**config.mk**
```make
export PLATFORM = sky130hd
export DESIGN_NAME = mod_counter_ctrl
export DESIGN_NICKNAME = d
export VERILOG_FILES = /design/src/rtl/counter_pkg.sv /design/src/rtl/mod_n_core.sv /design/src/rtl/mod_counter_ctrl.sv
export SDC_FILE = /design/constraint.sdc
export NUM_CORES = 1
export LEC_CHECK = 0
export BUFFER_PORTS_ARGS = -buffer_cell sky130_fd_sc_hd__buf_2
export CAP_MARGIN = 20
export CORE_MARGIN = 3
export CORE_UTILIZATION = 43
export DETAILED_ROUTE_END_ITERATION = 10
export PLACE_DENSITY_LB_ADDON = 0.1
export SLEW_MARGIN = 20
export SYNTH_ARGS = -nofsm -noshare
export SYNTH_HDL_FRONTEND = slang
export SYNTH_HIERARCHICAL = 1
export SYNTH_SLANG_ARGS = --single-unit
```
**constraint.sdc**
```tcl
create_clock -name clk -period 1.5 [get_ports clk]
set_clock_uncertainty 0.2 [all_clocks]
set_input_delay 0.15 -clock clk [delete_from_list [all_inputs] [get_ports clk]]
set_output_delay 0.15 -clock clk [all_outputs]
set_load 0.02 [all_outputs]
```
**src/rtl/counter_pkg.sv**
```systemverilog
// Shared types and constants for the ED13 modulo-N counter family.
package counter_pkg;

  typedef enum logic [1:0] {
    IDLE = 2'd0,
    RUN  = 2'd1,
    HOLD = 2'd2,
    DONE = 2'd3
  } ctrl_state_t;

  localparam logic MODE_PERIODIC = 1'b0;
  localparam logic MODE_ONESHOT  = 1'b1;

endpackage

```
**src/rtl/mod_n_core.sv**
```systemverilog
// Generalised mod-N counter datapath: counts 0..term and wraps, with clear
// taking priority over enable.
module mod_n_core #(
  parameter int unsigned WIDTH = 3
) (
  input  logic             clk,
  input  logic             reset,
  input  logic             en,
  input  logic             clr,
  input  logic [WIDTH-1:0] term,
  output logic [WIDTH-1:0] q,
  output logic             at_term
);

  assign at_term = (q == term);

  always_ff @(posedge clk or negedge reset) begin
    if (!reset) begin
      q <= '0;
    end else if (clr) begin
      q <= '0;
    end else if (en) begin
      q <= at_term ? '0 : q + WIDTH'(1);
    end
  end

endmodule

```
**src/rtl/mod_counter_ctrl.sv**
```systemverilog
// Sequencing controller for the programmable divide-by-N counter: config
// handshake, start/hold/stop FSM and terminal-count strobe.
module mod_counter_ctrl
  import counter_pkg::*;
#(
  parameter int unsigned WIDTH        = 3,
  parameter int unsigned DEFAULT_TERM = 5
) (
  input  logic             clk,
  input  logic             reset,
  input  logic             cfg_valid,
  output logic             cfg_ready,
  input  logic [WIDTH-1:0] cfg_term,
  input  logic             cfg_oneshot,
  input  logic             start,
  input  logic             hold,
  input  logic             stop,
  output logic [WIDTH-1:0] q,
  output logic             tc,
  output logic             busy,
  output logic             done
);

  ctrl_state_t      state, state_nxt;
  logic [WIDTH-1:0] term;
  logic             oneshot;
  logic             at_term;
  logic             cnt_en;
  logic             cnt_clr;

  always_ff @(posedge clk or negedge reset) begin
    if (!reset) begin
      term    <= WIDTH'(DEFAULT_TERM);
      oneshot <= MODE_PERIODIC;
    end else if (cfg_valid && cfg_ready) begin
      term    <= cfg_term;
      oneshot <= cfg_oneshot;
    end
  end

  always_ff @(posedge clk or negedge reset) begin
    if (!reset) begin
      state <= IDLE;
    end else begin
      state <= state_nxt;
    end
  end

  always_comb begin
    state_nxt = state;
    unique case (state)
      IDLE: if (start) state_nxt = RUN;
      RUN: begin
        if (stop)                                      state_nxt = IDLE;
        else if (hold)                                 state_nxt = HOLD;
        else if (at_term && oneshot == MODE_ONESHOT)   state_nxt = DONE;
      end
      HOLD: begin
        if (stop)       state_nxt = IDLE;
        else if (!hold) state_nxt = RUN;
      end
      DONE: begin
        if (stop)       state_nxt = IDLE;
        else if (start) state_nxt = RUN;
      end
      default: state_nxt = IDLE;
    endcase
  end

  // Clearing in IDLE/DONE keeps q at 0 there and gives every new run a q=0 first cycle.
  always_comb begin
    cfg_ready = (state == IDLE);
    busy      = (state == RUN) || (state == HOLD);
    done      = (state == DONE);
    cnt_en    = (state == RUN) && !hold;
    cnt_clr   = (state == IDLE) || (state == DONE) || stop;
    tc        = (state == RUN) && !hold && at_term;
  end

  mod_n_core #(
    .WIDTH (WIDTH)
  ) u_core (
    .clk     (clk),
    .reset   (reset),
    .en      (cnt_en),
    .clr     (cnt_clr),
    .term    (term),
    .q       (q),
    .at_term (at_term)
  );

endmodule

```
==> results of run 1 <==
==> synth_stat cells, drive strengths merged <==
master | n | share of area (%)
ha | 6 | 13
nor2b | 2 | 3.5
o22a | 1 | 1.5
nor3 | 1 | 0.88
o32ai | 1 | 1.5
and3b | 1 | 1.5
a22oi | 1 | 2.2
o31a | 1 | 1.8
mux2 | 4 | 7.9
inv | 4 | 2.6
a21oi | 4 | 3.5
dfstp | 2 | 9.2
or2b | 1 | 1.3
o311ai | 2 | 3.1
nand3 | 1 | 0.88
nor2 | 2 | 1.3
xor2 | 3 | 4.6
and2 | 1 | 1.3
nand2 | 3 | 2.0
nand2b | 2 | 2.2
dfrtp | 7 | 31
o21ai | 3 | 3.3
==> timing repair <==
action	in CTS
endpoints found under the setup margin	13
hold endpoints to repair	15
gates cloned	0
setup buffers	6
hold buffers	7
gates resized for setup	30
pin swaps	12
==> kinds of logic after synthesis <==
kind of cell    Yosys count  share of synthesized area, %
fa+ha+maj                 6                          13.2
xor+xnor                  3                          4.61
mux                       4                          7.89
flops                     9                          39.9
buf+inv                   4                          2.63
simple gates             14                          14.9
compound gates           13                          16.9
==> per-stage QoR <==
step	cell area [um2]	utilization, %	cells	setup WS [ns]
4_1_cts	1070	91.7	111	-0.221
3_5_place_dp	797	68.1	94	-0.124
3_3_place_gp	797	68.1	94	-0.0812
2_1_floorplan	604	-	53	-0.0851
==> flow_summary.yaml, run 1 <==
synth:
  post_synth.cell_area_avg_um2: 10.8
  synth.net_count: 69
  seq_area_frac_synth_pct: 39.9
  post_synth_num_cell_types: 24
  netlist_instances: 53
  ys_warn_count: 6
  flip_flop_and_latch_count_after_synthesis: 9
  post_synth_instance_area_um2: 571
global_route:
  pin_count_of_the_biggest_net_entering_global_routing: 10
placement:
  globalplace.congestion: 0.717
  place.port_buffers: 16
  hpwl_after_detailed_placement_um: 1040
clock_tree:
  htreeDepth: 1
  cts.root.buffer_cell: "clkbuf_4"
  clockBufferDepth: 2
  cts_made_buffers: 3
  clock_sinks: 9
outcome:
  error_line: "[ERROR DPL-0038] Utilization greater than 100%, impossible to legalize"
  status: "aborted with a tool error"
  lastStage: "global routing (5_1_grt)"
floorplan:
  start_util_pct: 48.7
  boundaryPins: 17
  std_cell_rows: 12
  fp.dieW_um: 42.4
  fp.dieH_um: 42.4
timing:
  grt_worst_setup_endpoint: "state[1]$_DFFE_PN0P_/D"
  worst_path_end_type: "sequential cell input"
==> inputs of run 2 (changes only) <==
--- a/config.mk
+++ b/config.mk
@@ -7,10 +7,10 @@
 export LEC_CHECK = 0
 export BUFFER_PORTS_ARGS = -buffer_cell sky130_fd_sc_hd__buf_2
 export CAP_MARGIN = 20
-export CORE_MARGIN = 3
-export CORE_UTILIZATION = 43
+export CORE_AREA = 3 3 64 66
 export DETAILED_ROUTE_END_ITERATION = 10
-export PLACE_DENSITY_LB_ADDON = 0.1
+export DIE_AREA = 0 0 67 69
+export PLACE_DENSITY_LB_ADDON = 0.15
 export SLEW_MARGIN = 20
 export SYNTH_ARGS = -nofsm -noshare
 export SYNTH_HDL_FRONTEND = slang
==> constraint.sdc (replaced) <==
create_clock -name clk -period 2 [get_ports clk]
set_clock_uncertainty 0.2 [all_clocks]
set_input_delay 0.2 -clock clk [delete_from_list [all_inputs] [get_ports clk]]
set_output_delay 0.2 -clock clk [all_outputs]
set_load 0.02 [all_outputs]
==> run 2 against run 1 <==
Net effect:
- the run now ends clean
- synthesized area stayed put
- synthesized cell count did not move
==> flow_summary.yaml, run 2 <==
pwr:
  cellPowerDensity_mw_per_mm2: 1330
  vdd_drop_max_uv: 242
  p_leak_uw: 0.000368
synth:
  flip_flop_and_latch_count_after_synthesis: 9
  synth.top_cell.area_share_pct: 30.7
  synth_most_common_cell: "dfrtp_1"
  proportion_of_synthesized_flip_flops_having_asynchronous_set_or_reset_pct: 100
  netlist_top_cells_area: "dfrtp_1, ha_1, dfstp_2"
  synth.net_count: 69
  ys_warn_count: 6
  seq_area_frac_synth_pct: 39.9
  netlist_instances: 53
  synth_flop_cell: "dfrtp_1"
  post_synth.cell_area_avg_um2: 10.8
  post_synth_num_cell_types: 24
  synth_enable_flop_cells: 0
  synth.cells.most_frequent: "dfrtp_1, ha_1, a21oi_1, inv_1, mux2_2"
  yosys.area.top_type: "dfrtp_1"
  post_synth_instance_area_um2: 571
floorplan:
  design.die.area_mm2: 0.00462
  fp.dieW_um: 67
  boundaryPins: 17
  std_cell_rows: 22
  core-area_mm2: 0.00363
  start_util_pct: 15.7
  fp.dieH_um: 69
timing:
  timing.final.ws_setup_ns: 0.108
  slew_at_the_pin_with_the_worst_max_slew_slack_ns: 0.325
  achievable-frequency_ghz: 0.528
  fin_crit_ns: 1.89
  grt_setup_unrepaired: "no"
  hold_slack_ns: 0.00424
  final-max-slew-violation-count: 0
  setup_tns_ns: 0
  timing.max_slew.rel_slack_pct: 78.2
  final_setup_violation_count: 0
  hold_violations: 0
  share_of_the_cycle_needed_by_the_critical_path_after_routing_pct: 94.6
outcome:
  status: "finished, final reports clean"
route:
  drc_errors: 0
  total_number_of_vias: 476
  ant_nets: 0
  wl_per_cell_um: 10.9
  drt_wl_total_um: 1350
  drt_iter0_drc: 21
  detail_route.vias_per_cell: 3.84
  first_pass_iters: 4
critical_path:
  timing.reg2reg.setup_slack_ns: 0.28
  critical_path.startpoint_type: "flip-flop"
  cp_class: "flip-flop to output port"
  required_arrival_time_at_the_worst_endpoint_ns: 1.60
  r2r_start: "term[0]"
  crit_path_max_incr_delay_ns: 0.53
  critical_path.cell_chain: "xor2_1 > nor3_1 > and2_2 > buf_2"
  rr_endpoint: "state[1]"
  endpoint_kind: "output port"
  ff2ff_path_depth: 6
  slowest_stage: "dfstp_2"
  worst-path-max-fanout: 4
  crit_arrival_ns: 1.49
layout:
  layout_commonest_cell: "buf_2"
  highest_count_cells_in_the_layout_ignoring_fill_and_taps: "buf_2, dfrtp_1, ha_1"
  antenna-diode-count: 0
  final_cell_area_um2: 781
  layout_top_registers: "term (3), u_core/q (3), state (2)"
  synthToLayoutAreaGrowth_pct: 36.8
  layout.nets: 93
  final_cell_count_without_fillers: 124
  final_layout_size_suffix_gt1_share_pct: 42.1
hold_path:
  holdPathEnd: "term[1]"
  min-delay-start: "cfg_term[1]"
  worst_hold_stages: 2
  worst_hold_path_type: "primary input to flip-flop"
placement:
  postPlaceCellArea_um2: 711
  globalplace.congestion: 0.776
  placedCellCount: 117
  placement.setup.worst_slack_ns: 0.254
  hpwl_after_detailed_placement_um: 1100
  place.port_buffers: 16
clock_tree:
  cts_made_buffers: 3
  cts_tree: "yes"
  clockBufferDepth: 2
  insertion_delay_ns: 0.23
  clk_transition_reported_paths_ns: 0.04
  cts.root.buffer_cell: "clkbuf_8"
  clock_sinks: 9
  htreeDepth: 1
global_route:
  via_count_of_the_first_global_routing_pass: 478
  grt.total_usage_pct: 6.64
  globalRoute.totalOverflow: 0
  pin_count_of_the_biggest_net_entering_global_routing: 10
  grt_antenna_before_repair: 0
  grt_first_pass_wirelength_um: 2260
run:
  max-cap-violations: 0
[run 2: cell counts after synthesis]
No cell type changed its count.
[run 2: where the power goes]
group | leakage (uW) | total (uW) | internal [uW] | switching, uW
Combinational | 0.000233 | 509 | 223 | 286
Clock | 0.0000228 | 209 | 139 | 69.8
Sequential | 0.000112 | 317 | 263 | 53.6
[run 2: cell type report]
| cell class | instances | area, um2 |
|---|---|---|
| clock buffers | 4 | 45.0 |
| fillers | 402 | 2850 |
| inverters | 4 | 15.0 |
| multi-input cells | 40 | 328 |
| flip-flops and latches | 9 | 228 |
| well taps | 48 | 60.1 |
| repair buffers | 19 | 105 |
[run 2: how the worst max path moves through the flow]
| stage | slack [ns] | endpoint | start |
|---|---|---|---|
| after floorplan | 0.32 | state[1] | u_core/q[0] |
| after global placement | 0.16 | state[1] | u_core/q[0] |
| after detailed placement | 0.25 | state[1] | u_core/q[0] |
| after CTS | 0.07 | tc | state[1] |
| after global routing | 0.03 | tc | term[0] |
| final | 0.11 | tc | term[0] |
[run 2: critical path, delay by kind of cell (launching register included)]
family | cells | cell delay, ns
buf+inv | 1 | 0.15
xor+xnor | 1 | 0.29
flops | 1 | 0.53
simple gates | 2 | 0.29
[run 2: kinds of logic (layout without fill, tap and decap cells)]
| group | count (synthesis) | count (layout) | share of synthesized area [%] |
|---|---|---|---|
| buf+inv | 4 | 27 | 2.63 |
| flops | 9 | 9 | 39.9 |
| compound gates | 13 | 13 | 16.9 |
| fa+ha+maj | 6 | 6 | 13.2 |
| xor+xnor | 3 | 3 | 4.61 |
| simple gates | 14 | 14 | 14.9 |
| mux | 4 | 4 | 7.89 |
[run 2: per-layer routing]
| metal | global-route usage [%] | part of all wire [%] | up-vias |
|---|---|---|---|
| met1 | 8.28 | 45 | 225 |
| met3 | 2.28 | 6.4 | 2 |
| met4 | 4.73 | 2.0 | 0 |
| met5 | 0 | 0 | - |
| met2 | 9.28 | 46 | 14 |
| li1 | - | - | 235 |
[run 2: what timing repair did]
item,CTS,global route
hold buffers,1,0
setup endpoints to repair,0,1
resized for setup,0,0
hold endpoints to repair,9,0
buffers inserted,0,2
[run 2: stage by stage]
step	utilization (%)	power, uW
2_1_floorplan	-	684
3_3_place_gp	19.6	819
3_5_place_dp	19.6	812
4_1_cts	21.1	1030
5_1_grt	21.5	1130
6_report	21.5	1030
No activity file was read; power rests on OpenSTA's default activity.
